<file path="config.mk">
export PLATFORM = sky130hd
export DESIGN_NAME = combination_lock_fsm
export DESIGN_NICKNAME = d
export VERILOG_FILES = /design/src/rtl/combination_lock_fsm.sv
export SDC_FILE = /design/constraint.sdc
export NUM_CORES = 1
export LEC_CHECK = 0
export BUFFER_PORTS_ARGS = -buffer_cell sky130_fd_sc_hd__buf_2
export CORE_ASPECT_RATIO = 1.5
export CORE_UTILIZATION = 54
export DETAILED_ROUTE_END_ITERATION = 10
export PLACE_DENSITY = 0.78
export REMOVE_ABC_BUFFERS = 1
export SLEW_MARGIN = 5
export SYNTH_ARGS = -nofsm -noshare
export SYNTH_HDL_FRONTEND = slang
export SYNTH_SLANG_ARGS = --single-unit
</file>
<file path="constraint.sdc">
create_clock -name clk -period 2.65 [get_ports clk]
set_clock_uncertainty 0.1 [all_clocks]
set_input_delay 0.53 -clock clk [delete_from_list [all_inputs] [get_ports clk]]
set_output_delay 0.53 -clock clk [all_outputs]
set_load 0.03 [all_outputs]
</file>
<file path="src/rtl/combination_lock_fsm.sv">
// rtl/combination_lock_fsm.sv - parametrised combination lock with lockout, timeouts and code re-programming
module combination_lock_fsm #(
    parameter int                           DIGITS        = 4,
    parameter int                           KEY_W         = 4,
    parameter logic [DIGITS*KEY_W-1:0]      CODE_INIT     = 16'h1234,
    parameter int                           MAX_TRIES     = 3,
    parameter int                           OPEN_TICKS    = 4,
    parameter int                           LOCKOUT_TICKS = 8,
    parameter int                           TIMEOUT_TICKS = 5
) (
    input  logic                             clk,
    input  logic                             reset,
    input  logic                             en,
    input  logic                             key_valid,
    input  logic [KEY_W-1:0]                 key_code,
    input  logic                             prog,
    output logic                             unlocked,
    output logic                             error,
    output logic                             lockout,
    output logic [$clog2(DIGITS+1)-1:0]      digit_cnt,
    output logic [$clog2(MAX_TRIES+1)-1:0]   fail_cnt,
    output logic [2:0]                       state
);

    localparam int CODE_W = DIGITS * KEY_W;
    localparam int CW     = $clog2(DIGITS + 1);
    localparam int FW     = $clog2(MAX_TRIES + 1);
    localparam int MAXT_A = (OPEN_TICKS > LOCKOUT_TICKS) ? OPEN_TICKS : LOCKOUT_TICKS;
    localparam int MAXT   = (MAXT_A > TIMEOUT_TICKS) ? MAXT_A : TIMEOUT_TICKS;
    localparam int TW     = $clog2(MAXT + 1);

    localparam logic [CW-1:0] LP_DIGITS  = CW'(DIGITS);
    localparam logic [FW-1:0] LP_MAX     = FW'(MAX_TRIES);
    localparam logic [TW-1:0] LP_MAXT    = TW'(MAXT);
    localparam logic [TW-1:0] LP_OPEN    = TW'(OPEN_TICKS);
    localparam logic [TW-1:0] LP_LOCK    = TW'(LOCKOUT_TICKS);
    localparam logic [TW-1:0] LP_TIMEOUT = TW'(TIMEOUT_TICKS);

    typedef enum logic [2:0] {
        S_IDLE    = 3'd0,
        S_ENTRY   = 3'd1,
        S_OPEN    = 3'd2,
        S_PROGRAM = 3'd3,
        S_LOCKOUT = 3'd4
    } state_t;

    state_t              r_state;
    logic [CODE_W-1:0]   r_code;
    logic [CODE_W-1:0]   r_shadow;
    logic [CW-1:0]       r_digit_cnt;
    logic [FW-1:0]       r_fail_cnt;
    logic                r_mismatch;
    logic [TW-1:0]       r_tick;
    logic                r_unlocked;
    logic                r_error;
    logic                r_lockout;

    state_t              w_state_nxt;
    logic [CODE_W-1:0]   w_code_nxt;
    logic [CODE_W-1:0]   w_shadow_nxt;
    logic [CW-1:0]       w_digit_cnt_nxt;
    logic [FW-1:0]       w_fail_cnt_nxt;
    logic                w_mismatch_nxt;
    logic [TW-1:0]       w_tick_nxt;
    logic                w_unlocked_nxt;
    logic                w_error_nxt;
    logic                w_lockout_nxt;

    logic [CW-1:0]       w_cnt_base;
    logic [CW-1:0]       w_cnt_inc;
    logic                w_last;
    logic [KEY_W-1:0]    w_expect_digit;
    logic                w_mis_acc;
    logic [TW-1:0]       w_tick_inc;
    logic [FW-1:0]       w_fail_inc;

    // Digit idx of a code word; digit 0 is the most significant (first entered) digit.
    function automatic logic [KEY_W-1:0] f_digit(input logic [CODE_W-1:0] code,
                                                 input logic [CW-1:0]     idx);
        logic [KEY_W-1:0] d;
        d = '0;
        for (int i = 0; i < DIGITS; i++) begin
            if (idx == CW'(i)) begin
                d = code[(DIGITS-1-i)*KEY_W +: KEY_W];
            end
        end
        return d;
    endfunction

    // Shared arithmetic: digit position, compare against stored code, saturating tick.
    always_comb begin
        w_cnt_base     = (r_state == S_IDLE) ? '0 : r_digit_cnt;
        w_cnt_inc      = w_cnt_base + CW'(1);
        w_last         = (w_cnt_inc == LP_DIGITS);
        w_expect_digit = f_digit(r_code, w_cnt_base);
        w_mis_acc      = ((r_state == S_IDLE) ? 1'b0 : r_mismatch) | (key_code != w_expect_digit);
        w_tick_inc     = (r_tick == LP_MAXT) ? r_tick : r_tick + TW'(1);
        w_fail_inc     = r_fail_cnt + FW'(1);
    end

    // Next-state and next-output logic; every register holds unless a rule below fires.
    always_comb begin
        w_state_nxt     = r_state;
        w_code_nxt      = r_code;
        w_shadow_nxt    = r_shadow;
        w_digit_cnt_nxt = r_digit_cnt;
        w_fail_cnt_nxt  = r_fail_cnt;
        w_mismatch_nxt  = r_mismatch;
        w_tick_nxt      = r_tick;
        w_error_nxt     = 1'b0;

        case (r_state)
            S_IDLE, S_ENTRY: begin
                if (key_valid) begin
                    // A key always restarts the inactivity timer, even with en present.
                    w_tick_nxt = '0;
                    if (w_last) begin
                        w_digit_cnt_nxt = '0;
                        w_mismatch_nxt  = 1'b0;
                        if (!w_mis_acc) begin
                            w_state_nxt    = S_OPEN;
                            w_fail_cnt_nxt = '0;
                        end else begin
                            w_error_nxt    = 1'b1;
                            w_fail_cnt_nxt = w_fail_inc;
                            w_state_nxt    = (w_fail_inc == LP_MAX) ? S_LOCKOUT : S_IDLE;
                        end
                    end else begin
                        w_state_nxt     = S_ENTRY;
                        w_digit_cnt_nxt = w_cnt_inc;
                        w_mismatch_nxt  = w_mis_acc;
                    end
                end else if ((r_state == S_ENTRY) && en) begin
                    if (w_tick_inc >= LP_TIMEOUT) begin
                        // Abandoned partial entry: not a failed attempt.
                        w_state_nxt     = S_IDLE;
                        w_digit_cnt_nxt = '0;
                        w_mismatch_nxt  = 1'b0;
                        w_tick_nxt      = '0;
                    end else begin
                        w_tick_nxt = w_tick_inc;
                    end
                end
            end

            S_OPEN: begin
                if (prog) begin
                    // prog takes priority over a coincident open-time expiry.
                    w_state_nxt     = S_PROGRAM;
                    w_digit_cnt_nxt = '0;
                    w_tick_nxt      = '0;
                end else if (en) begin
                    if (w_tick_inc >= LP_OPEN) begin
                        w_state_nxt = S_IDLE;
                        w_tick_nxt  = '0;
                    end else begin
                        w_tick_nxt = w_tick_inc;
                    end
                end
            end

            S_PROGRAM: begin
                if (key_valid) begin
                    for (int i = 0; i < DIGITS; i++) begin
                        if (r_digit_cnt == CW'(i)) begin
                            w_shadow_nxt[(DIGITS-1-i)*KEY_W +: KEY_W] = key_code;
                        end
                    end
                    w_tick_nxt = '0;
                    if (w_last) begin
                        w_code_nxt      = w_shadow_nxt;
                        w_state_nxt     = S_IDLE;
                        w_digit_cnt_nxt = '0;
                    end else begin
                        w_digit_cnt_nxt = w_cnt_inc;
                    end
                end else if (en) begin
                    if (w_tick_inc >= LP_TIMEOUT) begin
                        // Partial shadow is simply left stale; the code register is untouched.
                        w_state_nxt     = S_IDLE;
                        w_digit_cnt_nxt = '0;
                        w_tick_nxt      = '0;
                    end else begin
                        w_tick_nxt = w_tick_inc;
                    end
                end
            end

            S_LOCKOUT: begin
                if (en) begin
                    if (w_tick_inc >= LP_LOCK) begin
                        w_state_nxt    = S_IDLE;
                        w_fail_cnt_nxt = '0;
                        w_tick_nxt     = '0;
                    end else begin
                        w_tick_nxt = w_tick_inc;
                    end
                end
            end

            default: begin
                w_state_nxt     = S_IDLE;
                w_digit_cnt_nxt = '0;
                w_mismatch_nxt  = 1'b0;
                w_tick_nxt      = '0;
            end
        endcase

        w_unlocked_nxt = (w_state_nxt == S_OPEN) || (w_state_nxt == S_PROGRAM);
        w_lockout_nxt  = (w_state_nxt == S_LOCKOUT);
    end

    // State, code and output registers with synchronous reset.
    always_ff @(posedge clk) begin
        if (reset) begin
            r_state     <= S_IDLE;
            r_code      <= CODE_INIT;
            r_shadow    <= '0;
            r_digit_cnt <= '0;
            r_fail_cnt  <= '0;
            r_mismatch  <= 1'b0;
            r_tick      <= '0;
            r_unlocked  <= 1'b0;
            r_error     <= 1'b0;
            r_lockout   <= 1'b0;
        end else begin
            r_state     <= w_state_nxt;
            r_code      <= w_code_nxt;
            r_shadow    <= w_shadow_nxt;
            r_digit_cnt <= w_digit_cnt_nxt;
            r_fail_cnt  <= w_fail_cnt_nxt;
            r_mismatch  <= w_mismatch_nxt;
            r_tick      <= w_tick_nxt;
            r_unlocked  <= w_unlocked_nxt;
            r_error     <= w_error_nxt;
            r_lockout   <= w_lockout_nxt;
        end
    end

    assign unlocked  = r_unlocked;
    assign error     = r_error;
    assign lockout   = r_lockout;
    assign digit_cnt = r_digit_cnt;
    assign fail_cnt  = r_fail_cnt;
    assign state     = r_state;

endmodule

</file>
==> results.md <==
- Diode count: 0
- Biggest cell delay along the critical path: 0.36 ns
- Final Util: 0.680
- Initial Util: 0.563
- # fillers: 398
- P_leak: 0.00128 uW
- TritonCTS Buffers: 5
- Pwr dens: 432 nW/um^2
- Reg-to-Reg Start: state[0]
- Main synth FF type: dfxtp_1
- CTS Sinks: 48
- Max Root-Sink Buffers: 2
- Req. time, crit path: 2.73 ns
- Sequential-to-total area share from yosys stat: 0.352
- Chip width: 60.1 um
- Syn Inst Count: 328
- H-Tree Depth: 2
- Total power: 1420 uW
- CP most frequent cell: buf_4
- HP Class: reg -> reg
- Post-Syn Area: 2730 um^2
- Hold path endpoint: r_shadow[2]
- Synth top area share: 0.352
- I/O Buffers: 19
- Crit-path cells: buf_4 -> o31a_4 -> inv_2 -> ha_4 -> buf_4 -> nor3b_1 -> a32oi_1 -> o311ai_1 -> buf_4 -> nor4_4 -> buf_6 -> o32ai_2
- Commonest non-fill, non-tap cell in the layout: dfxtp_1
- Clock Pin Slew Worst Setup and Hold Paths: 0.09 ns
- Final HPWL DP: 4760 um
- Synth Register Bits: 48
- Routed Antenna Nets: 0
- Hold Startpoint: r_shadow[2]
- Final Hold Fails: 0
- Drt initial violations: 60
- Gpl congestion: 0.904
- Syn Area/Cell: 8.32 um^2
- Dominant cell type by area after synthesis: dfxtp_1
- Layout area overhead: 20.8%
- Final Setup Violations: 0
- Net count, final: 379
- CP Class: reg -> reg
- Netlist cell types: 51
- Largest net degree at the start of global routing: 25
- Via density per instance: 5.96
- Slowest-stage cell, CP: o31a_4
- R2r worst-path depth: 12
- Avg WL per Cell: 15.7 um
- Maximum Capacitance Violations: 0
- CTS tree: done
- Crit path max fanout: 14
- Mux cell area share after synthesis: 0.103
- Bufs and invs on worst path: 5
- Compound-Gate Fraction of Synth Area: 0.234
- Detailed Routing Iterations Pass 1: 4
- Slew margin rel.: 0.677
- Vias: 2549
- Startpoint types: flop
- Post-CTS Hold Buffers: 0
- CP top delay family: compound AO/OA/AOI/OAI gates
- DRC viols: 0
- WHS: 0.384 ns
- Layout cells sized above 1: 0.249
- FF+latch area: 963 um^2
- First-pass GRT wire length: 10500 um
- Critical Path AT: 2.66 ns
- Dominant cells by area after synthesis: dfxtp_1 35%, mux2i_1 10%, nor2_1 5.5%
- Final Critical Period: 2.58 ns
- EDFF count, synth: 0
- Root buffer cell: clkbuf_8
- Xor-xnor portion of the synthesized cell area: 0.00962
- Synth Area in Adders: 0.0412
- Commonest cells after routing, fill and taps aside: 46 x dfxtp_1, 39 x nor2_1, 30 x buf_4, 28 x mux2i_1, 26 x nand2_1
- WL final: 6740 um
- Asr flop ratio synth: 0
- Initial antenna violation count: 0
- Std cell rows: 31
- Setup crit end kind: flop
- Synth warnings: 0
- Worst reg-to-reg setup slack: 0.07 ns
- I/O pin count: 20
- Slew Limit Fails: 0
- Main combinational cell family by area after synthesis: compound AO/OA/AOI/OAI gates
- Die area: 5350 um^2
- Hold Crit Depth: 2
- Total Routing Usage GR: 0.262
- Status: completed
- Worst-Skew Late Latency: 0.30 ns
- Synth Area in Simple Gates: 0.202
- Worst R2R End: state[2]
- Fin crit share: 0.975
- VDD IR max: 0.000410 V
- Area of the multi-input gates: 1750 um^2
- GR Overflow Total: 0
- Die Y: 89.1 um
- Worst slew pin tran: 0.483 ns
- FMAX: 0.387 GHz
- CORE AREA: 4850 um^2
- Vias in the first global route: 2365
[registers in the layout, summed over array words and instances (netlist names)]
register,flops
r_code,16
r_shadow,16
state,3
r_tick,4
r_mismatch,1
fail_cnt,2
digit_cnt,3
error,1
lockout,1
unlocked,1
[routing by layer]
| layer | part of all wire | wire [um] | vias to the layer above | GRT usage |
|---|---|---|---|---|
| met5 | 0 | 0 | - | 0 |
| li1 | - | - | 1256 | - |
| met1 | 0.39 | 2660 | 1205 | 0.280 |
| met4 | 0.029 | 193 | 0 | 0.121 |
| met2 | 0.54 | 3630 | 65 | 0.489 |
| met3 | 0.038 | 257 | 23 | 0.0434 |
[cell usage after synthesis, types with 3 or more instances]
| library cell | n |
|---|---|
| a211oi_1 | 14 |
| a32oi_1 | 4 |
| nor2_1 | 40 |
| nor2b_1 | 5 |
| clkbuf_1 | 20 |
| xor2_1 | 3 |
| nand3_1 | 3 |
| a21oi_1 | 19 |
| o32ai_1 | 3 |
| inv_1 | 16 |
| nor3_1 | 6 |
| or3_1 | 4 |
| dfxtp_1 | 48 |
| o211ai_1 | 6 |
| nor3b_1 | 4 |
| a31oi_1 | 3 |
| and2_1 | 3 |
| mux2i_1 | 28 |
| o21ai_0 | 8 |
| ha_1 | 9 |
| nand3b_1 | 4 |
| o2bb2ai_1 | 4 |
| nand2_1 | 28 |
| nand2b_1 | 6 |
[tightest hold or removal path: cells and delay by family, from the launching register on]
family / cells / cell delay [ns]
AO/OA/AOI/OAI: 2 / 0.13
flip-flops: 1 / 0.32
[power breakdown]
part / internal (uW) / switching (uW)
clock network: 279 / 242
registers: 726 / 5.12
logic: 70.7 / 99.9
[through the flow]
| step | TNS [ns] | setup slack (ns) | area [um^2] | instances |
|---|---|---|---|---|
| after global routing | -0.737 | -0.113 | 3300 | 428 |
| final | 0 | 0.0670 | 3300 | 428 |
| after detailed placement | -0.348 | -0.0697 | 3020 | 417 |
| after global placement | 0 | 0.0117 | 3020 | 417 |
| after CTS | 0 | 0.00524 | 3170 | 426 |
| after floorplan | -7.18 | -0.417 | 2630 | 304 |
[logic make-up after synthesis]
| logic type | Yosys count |
|---|---|
| AOI/OAI and AO/OA | 88 |
| xor gates and xnor gates | 3 |
| adders and majority gates | 9 |
| buffers and inverters | 40 |
| DFF | 48 |
| muxes | 28 |
| and+or+nand+nor | 112 |
[final cells by class]
class / count / area share
inverter: 16 / 0.0182
clock inverter: 3 / 0.0129
multi-input combinational: 240 / 0.530
timing repair buffer: 50 / 0.101
tap: 66 / 0.0250
sequential: 48 / 0.292
clock buffer: 5 / 0.0209
[repair_timing]
action / CTS / global route
pin swaps: 2 / 12
endpoints found under the setup margin: 8 / 8
buffers inserted: 1 / 3
gates resized for setup: 9 / 24
[worst max-delay path by stage]
stage / startpoint / end / cells after the start
3_5_place_dp: state[0] / fail_cnt[1] / 14
2_1_floorplan: state[0] / lockout / 11
4_1_cts: state[1] / state[2] / 14
6_report: state[0] / state[2] / 12
5_1_grt: state[2] / state[2] / 13
3_3_place_gp: state[0] / fail_cnt[1] / 14
Note: power is estimated with default switching activity, not from simulation.
